## src/rtl/pipe_pkg.sv

```systemverilog
// Shared pipeline types and helpers for the MEM/WB boundary.
// Also used by the memory-stage load aligner for byte merging.
package pipe_pkg;

    localparam int REG_ADDR_W = 5;

    typedef enum logic [1:0] {
        ST_EMPTY = 2'd0,
        ST_FULL  = 2'd1,
        ST_SKID  = 2'd2
    } skid_state_e;

    // One byte lane: the store wins only when it overlaps and covers the lane.
    function automatic logic [7:0] byte_merge(
        input logic [7:0] mem,
        input logic [7:0] fwd,
        input logic       mask,
        input logic       hit
    );
        return (hit && mask) ? fwd : mem;
    endfunction

endpackage

```

## src/rtl/pipe_skid_entry.sv

```systemverilog
// Single pipeline entry: data register plus valid flag.
// Clear drops only the valid; data keeps its last value.
module pipe_skid_entry
    import pipe_pkg::*;
#(
    parameter int W = 8
) (
    input  logic         clk,
    input  logic         rst,
    input  logic         i_load,
    input  logic         i_clr,
    input  logic [W-1:0] i_data,
    output logic         o_valid,
    output logic [W-1:0] o_data
);

    logic         r_valid;
    logic [W-1:0] r_data;

    always_ff @(posedge clk or posedge rst) begin
        if (rst) begin
            r_valid <= 1'b0;
            r_data  <= '0;
        end else if (i_clr) begin
            r_valid <= 1'b0;
        end else if (i_load) begin
            r_valid <= 1'b1;
            r_data  <= i_data;
        end
    end

    assign o_valid = r_valid;
    assign o_data  = r_data;

endmodule

```

## src/rtl/mem_wb_skid_stage.sv

```systemverilog
// MEM->WB stage with a 2-entry skid buffer, flush and byte-lane
// store-to-load forwarding merge applied at capture.
module mem_wb_skid_stage
    import pipe_pkg::*;
#(
    parameter  int XLEN      = 32,
    parameter  int PAYLOAD_W = 128,
    localparam int NBYTES    = XLEN / 8
) (
    input  logic                  clk,
    input  logic                  rst,
    input  logic                  flush,
    input  logic                  in_valid,
    output logic                  in_ready,
    input  logic [PAYLOAD_W-1:0]  in_payload,
    input  logic [REG_ADDR_W-1:0] in_rd_addr,
    input  logic                  in_rd_valid,
    input  logic [XLEN-1:0]       in_mem_data,
    input  logic                  fwd_hit,
    input  logic [XLEN-1:0]       fwd_data,
    input  logic [NBYTES-1:0]     fwd_byte_mask,
    output logic                  out_valid,
    input  logic                  out_ready,
    output logic [PAYLOAD_W-1:0]  out_payload,
    output logic [REG_ADDR_W-1:0] out_rd_addr,
    output logic                  out_rd_we,
    output logic [XLEN-1:0]       out_mem_data
);

    localparam int EW = PAYLOAD_W + REG_ADDR_W + 1 + XLEN;

    skid_state_e r_state;
    skid_state_e w_state_nxt;

    logic          w_accept;
    logic          w_xfer;
    logic          w_m_load;
    logic          w_m_clr;
    logic          w_m_from_s;
    logic          w_s_load;
    logic          w_s_clr;
    logic          w_m_valid;
    logic          w_s_valid;
    logic [XLEN-1:0] w_merged;
    logic [EW-1:0] w_in_entry;
    logic [EW-1:0] w_m_in;
    logic [EW-1:0] w_m_data;
    logic [EW-1:0] w_s_data;

    for (genvar i = 0; i < NBYTES; i++) begin : g_lane
        assign w_merged[8*i +: 8] = byte_merge(in_mem_data[8*i +: 8],
                                               fwd_data[8*i +: 8],
                                               fwd_byte_mask[i],
                                               fwd_hit);
    end

    assign w_in_entry = {in_payload, in_rd_addr, in_rd_valid, w_merged};

    // Handshake decoded from registered state only, never from out_ready.
    assign in_ready  = (r_state != ST_SKID);
    assign out_valid = (r_state != ST_EMPTY);
    assign w_accept  = in_valid & in_ready;
    assign w_xfer    = out_valid & out_ready;

    always_ff @(posedge clk or posedge rst) begin
        if (rst) begin
            r_state <= ST_EMPTY;
        end else begin
            r_state <= w_state_nxt;
        end
    end

    always_comb begin
        w_state_nxt = r_state;
        w_m_load    = 1'b0;
        w_m_clr     = 1'b0;
        w_m_from_s  = 1'b0;
        w_s_load    = 1'b0;
        w_s_clr     = 1'b0;
        if (flush) begin
            w_state_nxt = ST_EMPTY;
            w_m_clr     = 1'b1;
            w_s_clr     = 1'b1;
        end else begin
            unique case (r_state)
                ST_EMPTY: begin
                    if (w_accept) begin
                        w_state_nxt = ST_FULL;
                        w_m_load    = 1'b1;
                    end
                end
                ST_FULL: begin
                    if (w_accept && w_xfer) begin
                        w_m_load = 1'b1;
                    end else if (w_accept) begin
                        w_state_nxt = ST_SKID;
                        w_s_load    = 1'b1;
                    end else if (w_xfer) begin
                        w_state_nxt = ST_EMPTY;
                        w_m_clr     = 1'b1;
                    end
                end
                ST_SKID: begin
                    if (w_xfer) begin
                        w_state_nxt = ST_FULL;
                        w_m_load    = 1'b1;
                        w_m_from_s  = 1'b1;
                        w_s_clr     = 1'b1;
                    end
                end
                default: begin
                    w_state_nxt = ST_EMPTY;
                end
            endcase
        end
    end

    assign w_m_in = w_m_from_s ? w_s_data : w_in_entry;

    pipe_skid_entry #(.W(EW)) u_main (
        .clk     (clk),
        .rst     (rst),
        .i_load  (w_m_load),
        .i_clr   (w_m_clr),
        .i_data  (w_m_in),
        .o_valid (w_m_valid),
        .o_data  (w_m_data)
    );

    pipe_skid_entry #(.W(EW)) u_skid (
        .clk     (clk),
        .rst     (rst),
        .i_load  (w_s_load),
        .i_clr   (w_s_clr),
        .i_data  (w_in_entry),
        .o_valid (w_s_valid),
        .o_data  (w_s_data)
    );

    assign out_payload  = w_m_data[EW-1 -: PAYLOAD_W];
    assign out_rd_addr  = w_m_data[XLEN+1 +: REG_ADDR_W];
    assign out_mem_data = w_m_data[XLEN-1:0];
    // x0 is hardwired zero, so its writes never reach the register file.
    assign out_rd_we    = out_valid & w_m_valid & w_m_data[XLEN]
                        & (out_rd_addr != '0);

    always @(posedge clk) begin
        if (!rst) begin
            assert (w_s_valid == (r_state == ST_SKID));
        end
    end

endmodule

```

## config.mk

```make
export PLATFORM = sky130hd
export DESIGN_NAME = mem_wb_skid_stage
export DESIGN_NICKNAME = d
export VERILOG_FILES = /design/src/rtl/pipe_pkg.sv /design/src/rtl/pipe_skid_entry.sv /design/src/rtl/mem_wb_skid_stage.sv
export SDC_FILE = /design/constraint.sdc
export NUM_CORES = 1
export LEC_CHECK = 0
export BUFFER_PORTS_ARGS = -buffer_cell sky130_fd_sc_hd__buf_2
export CELL_PAD_IN_SITES_DETAIL_PLACEMENT = 0
export CELL_PAD_IN_SITES_GLOBAL_PLACEMENT = 1
export CORE_MARGIN = 8
export CORE_UTILIZATION = 40
export DETAILED_ROUTE_END_ITERATION = 10
export PLACE_DENSITY_LB_ADDON = 0.3
export SLEW_MARGIN = 20
export SYNTH_ARGS = -nofsm -noshare
export SYNTH_HDL_FRONTEND = slang
export SYNTH_HIERARCHICAL = 1
export SYNTH_SLANG_ARGS = --single-unit
```

## constraint.sdc

```tcl
create_clock -name clk -period 5.8 [get_ports clk]
set_input_delay 0 -clock clk [delete_from_list [all_inputs] [get_ports clk]]
set_output_delay 0 -clock clk [all_outputs]
set_load 0.05 [all_outputs]
```

== Word level (Yosys, flattened, before mapping) ==
Index checks and enable logic that the tools add are counted.
Widths: inputs -> output; s select.
Storage, ports and cells
  bits in registers: 335
  latch bits: 0
  memory bits (writable): 0
  bits in read-only memories: 0
  bits of input ports: 208
  output and inout bits: 168
  word-level logic and storage cells: 59
  memories kept: 0
Operators by class
  $add $sub $neg: 0
  $mul: 0
  divide/modulo/power cells: 0
  magnitude comparators: 0
  equality and inequality tests: 7
  shift operators: 0
  multiplexer cells: 29
  bitwise gates (word level): 7
  reduce and logical (&&, ||, !) cells: 12
Operators with widths (count)
  $mux 166: 1
  $mux 8: 4
  $mux 1: 16
  $mux 2: 6
  $ne 3x3->1 const B: 3
  $pmux 2 s3: 1
  $and 1x1->1: 5
  $logic_and 1x1->1: 5
  $reduce_bool 5->1: 1
  $ne 4x4->1 const B: 1
  $reduce_and 2->1: 2
  $reduce_and 4->1: 1
  $reduce_bool 2->1: 2
  $pmux 1 s3: 1
  $eq 2x1->1 const B: 1
  $eq 2x2->1 const B: 1
  $logic_not 2->1: 1
  $ne 2x2->1 const B: 1
  $not 1->1: 2

== Logic depth before layout (Yosys ltp) ==
  word-level depth: 9
  depth in mapped cells: 8
  mapped depth without buffers: 5

== Hierarchy ==
Netlist, hierarchy kept.
By module, submodules not included
  pipe_skid_entry: instances 2, cells an instance 356, area each 6841.6 um2, seq. area each 4179.0 um2
  mem_wb_skid_stage: instances 1, cells an instance 242, area each 3184.3 um2, seq. area each 50.0 um2

== Worst setup path before layout ==
No wires, ideal clock.
  kind: reg-to-reg
  from: register r_state[0]
  to: register u_main.r_data[52] (netlist: u_main/o_data[52])
  setup time: 125 ps
  data arrival time: 1756 ps
  required time: 5675 ps
  path slack: 3919 ps
  stages on the path, launching flop included: 8
  buffers on the path: 3
  period minus slack after synthesis: 1881 ps
  cell sequence: dfrtp_1 -> nand3b_1 -> or2_1 -> buf_6 -> buf_8 -> buf_8 -> mux2_4 -> mux2_2
On the way
  elaborated cells on any way between the ends: 22
  classes of those cells: eq/ne (3); mux (12); bitwise (3); reduce/logical (4)
RTL lines
  start: declaration: RTL line mem_wb_skid_stage.sv:32  | skid_state_e r_state;
  start signal: assignment: RTL line mem_wb_skid_stage.sv:69  | r_state <= w_state_nxt;
  $reduce_bool 2->1: RTL line mem_wb_skid_stage.sv:61  | assign out_valid = (r_state != ST_EMPTY);
  $and 1x1->1: RTL line mem_wb_skid_stage.sv:63  | assign w_xfer = out_valid & out_ready;
  $mux 1: RTL line mem_wb_skid_stage.sv:104  | if (w_xfer) begin
  $mux 1 (*): RTL line mem_wb_skid_stage.sv:85  | unique case (r_state)
  $mux 1 (*): RTL line mem_wb_skid_stage.sv:80  | if (flush) begin
  $mux 166 (*): RTL line mem_wb_skid_stage.sv:118  | assign w_m_in = w_m_from_s ? w_s_data : w_in_entry;
  named net w_m_in[52]: RTL line mem_wb_skid_stage.sv:46  | logic [EW-1:0] w_m_in;
  end signal: assignment: RTL line pipe_skid_entry.sv:28  | r_data <= i_data;
  end: declaration: RTL line pipe_skid_entry.sv:18  | logic [W-1:0] r_data;
The timed path passes the listed nets; every way through them passes the cells marked *.
A chain may end at the register's enable or synchronous reset.

== Worst setup path after layout ==
  from: register r_state[1]
  to: register u_skid.r_data[69] (netlist: u_skid/o_data[69])
On the way
  word-level cells in the longest chain between the ends: 7
  elaborated cells on any way between the ends: 16
  classes of those cells: eq/ne (3); mux (7); bitwise (3); reduce/logical (3)
Ends and longest elaborated chain
  $ne 2x2->1 / $reduce_bool 2->1 (equally long branches): RTL line mem_wb_skid_stage.sv:60, mem_wb_skid_stage.sv:61
  $and 1x1->1, on equally long branches: RTL line mem_wb_skid_stage.sv:62, mem_wb_skid_stage.sv:63
  $mux 1 / $logic_and 1x1->1 (equally long branches): RTL line mem_wb_skid_stage.sv:95, mem_wb_skid_stage.sv:93
  $mux 1: RTL line mem_wb_skid_stage.sv:93  | if (w_accept && w_xfer) begin
  $mux 1 (*): RTL line mem_wb_skid_stage.sv:85
  $mux 1 (*): RTL line mem_wb_skid_stage.sv:80
  named net w_s_load: RTL line mem_wb_skid_stage.sv:40  | logic w_s_load;
  $reduce_and 2->1 (no line) (*)
  end signal: assignment: RTL line pipe_skid_entry.sv:28
  end: declaration: RTL line pipe_skid_entry.sv:18
Marked as above.

==> run_results.csv <==
group,metric,value,unit
cts,cts_root_buf,"clkbuf_16",
layout,layoutNonFillerInstCount,2095,
floorplanning,core_area,0.0418,mm2
cts,cts_resized,0,
worst_hold_path,hp-start,"in_mem_data[4]",
layout,layout_commonest_cell,"mux2_4",
cts,htreeDepth,2,
worst_setup_path,rr_startpoint,"r_state[1]",
timing,finalMaxSlewViolations,0,
worst_hold_path,hold_class,"in2reg",
cts,clock-sinks,335,
floorplanning,start_util,0.403,
global_routing,grt-ovfl-total,0,
global_routing,grt_max_degree,92,
cts,cts_tree,"yes",
timing,timing.final.crit_share,0.483,
synthesis,yosys_warnings,6,
timing,clock.fmax,357,MHz
route,drtIter0Drc,365,
layout,ff_latch_area,0.00838,mm2
place,dp.cells,1820,
floorplanning,rows,75,
timing,finClkSkew,0.0100,ns
place,place_area,0.0188,mm2
timing,whs,0.0580,ns
power_and_ir_drop,pwr_density_cell,374,mW/mm2
power_and_ir_drop,cell_internal_pwr,5.45,mW
place,dp_slack,3.01,ns
cts,cts_buffers,39,
place,dp_hpwl,26.4,mm
timing,period_needed,2.80,ns
timing,tightest_slew,0.946,ns
power_and_ir_drop,p_comb_frac,0.321,
power_and_ir_drop,swShare,0.342,
power_and_ir_drop,power_frac_seq,0.385,
synthesis,avgSynthCellArea,17.7,um2
worst_setup_path,worstPathRequired,6.22,ns
cts,path_clk_slew,0.06,ns
global_routing,antenna_found_initial,4,
cts,cts-root-to-sink-buffers,3,
cts,postCtsSetupBuffers,0,
route,vias,9808,
power_and_ir_drop,power_switching,2.84,mW
global_routing,grt_first_pass_wirelength,65.9,mm
timing,tns,0,ns
timing,final-setup-viol-count,0,
synthesis,synth_cells,951,
global_routing,grt_pass1_vias,11083,
route,ant_nets,0,
worst_setup_path,worst-setup-path-type,"reg2reg",
global_routing,track_usage,0.167,
timing,finalHoldViolCount,0,
timing,relSlewSlack,0.369,
synthesis,synth.net_count,1159,
layout,fin_nets,1735,
layout,postLayoutCoreUtil,0.530,
floorplanning,die_x,221,um
place,port-buffer-count,375,
worst_setup_path,worstPathArrival,3.22,ns
power_and_ir_drop,fin_total_pwr,8.29,mW
power_and_ir_drop,p_clk_frac,0.294,
cts,clk_latency,0.55,ns
timing,rsz0062_at_grt,"false",
power_and_ir_drop,p_leak,11.0,nW
route,wl_per_cell,19.7,um
worst_setup_path,setup.worst_path.end_class,"flop",
run_status,status,"finished, final reports clean",
layout,multi_input_area,0.00771,mm2
job,cap_violations,0,
layout,final_design_area_no_fill,0.0221,mm2
layout,nFillCells,3442,
layout,final_cell_mix,"mux2_4, buf_2, dfrtp_1, dlygate4sd3_1, mux2_2",
route,drt_first_pass_iters,4,
route,drcViolationCount,0,
route,wl,41.3,mm
worst_setup_path,crit_start,"r_state[1]",
floorplanning,die_area,0.0489,mm2
layout,areaGrowthSynthToFinish,31.5,%
worst_setup_path,critPathLaunchType,"flop",
floorplanning,ioPinCount,376,
layout,drive_above_1_share,0.634,
worst_setup_path,critPathMaxFanout,46,
timing,finalWorstSetupSlack,3.00,ns
synthesis,netlist_area,0.0168,mm2
place,gp_congestion,0.714,
floorplanning,die_h,221,um
power_and_ir_drop,irDropWorstVdd,0.000325,V
route,vias_per_cell,4.68,
critical path, cell delays in order, from the launching register on:
cell and delay (ns):
dfrtp_1 0.42, nor2b_1 0.18, nand2_1 0.09, nor3_1 0.14, nor2b_4 0.61, buf_4 0.75
mux2_2 0.41
final timing paths:
path                                      end  slack, ns  cells past startpoint
setup / recovery            u_skid/o_data[69]       3.00                      6
hold / removal               u_main/o_data[4]       0.06                      4
setup reg to reg            u_skid/o_data[69]       3.00                      6
hold reg to reg             u_main/o_data[10]       0.50                      1
max in group asynchronous  u_skid/o_data[159]       4.16                      4
min in group asynchronous    u_main/o_data[7]       0.26                      3
what timing repair did:
| action | 4_1_cts | 5_1_grt |
|---|---|---|
| hold buffers | 205 | 0 |
| endpoints found under the hold margin | 501 | 0 |
| setup endpoints to repair | 0 | 0 |
final cells by class:
type                       instances  share of cell area
antenna                            3            0.000339
clock buffer                      54              0.0517
clock inverter                    13             0.00537
inverter                           4             0.00113
multi-input combinational        555               0.348
sequential                       335               0.379
tap                              539              0.0305
timing repair buffer             592               0.184
power by group through the flow:
stage	clock network (mW)	logic (mW)	registers (mW)
5_1_grt	2.61	2.79	3.26
4_1_cts	2.51	2.69	3.19
3_5_place_dp	0	2.56	3.21
2_1_floorplan	0	0.959	4.18
6_report	2.43	2.66	3.19
3_3_place_gp	0	2.54	3.21
flip-flops by register name, indices dropped and copies added, names as in the netlist:
register	flops
u_main/o_data	166
u_main/o_valid	1
u_skid/o_data	166
r_state	2
per-layer routing:
metal	wire [um]	global-route usage	vias to the layer above
li1	-	-	4557
met4	1360	0.0678	2
met2	19300	0.266	247
met5	8	0	-
met3	2280	0.0432	79
met1	18300	0.214	4923
Power figures use the tool's default switching activity.
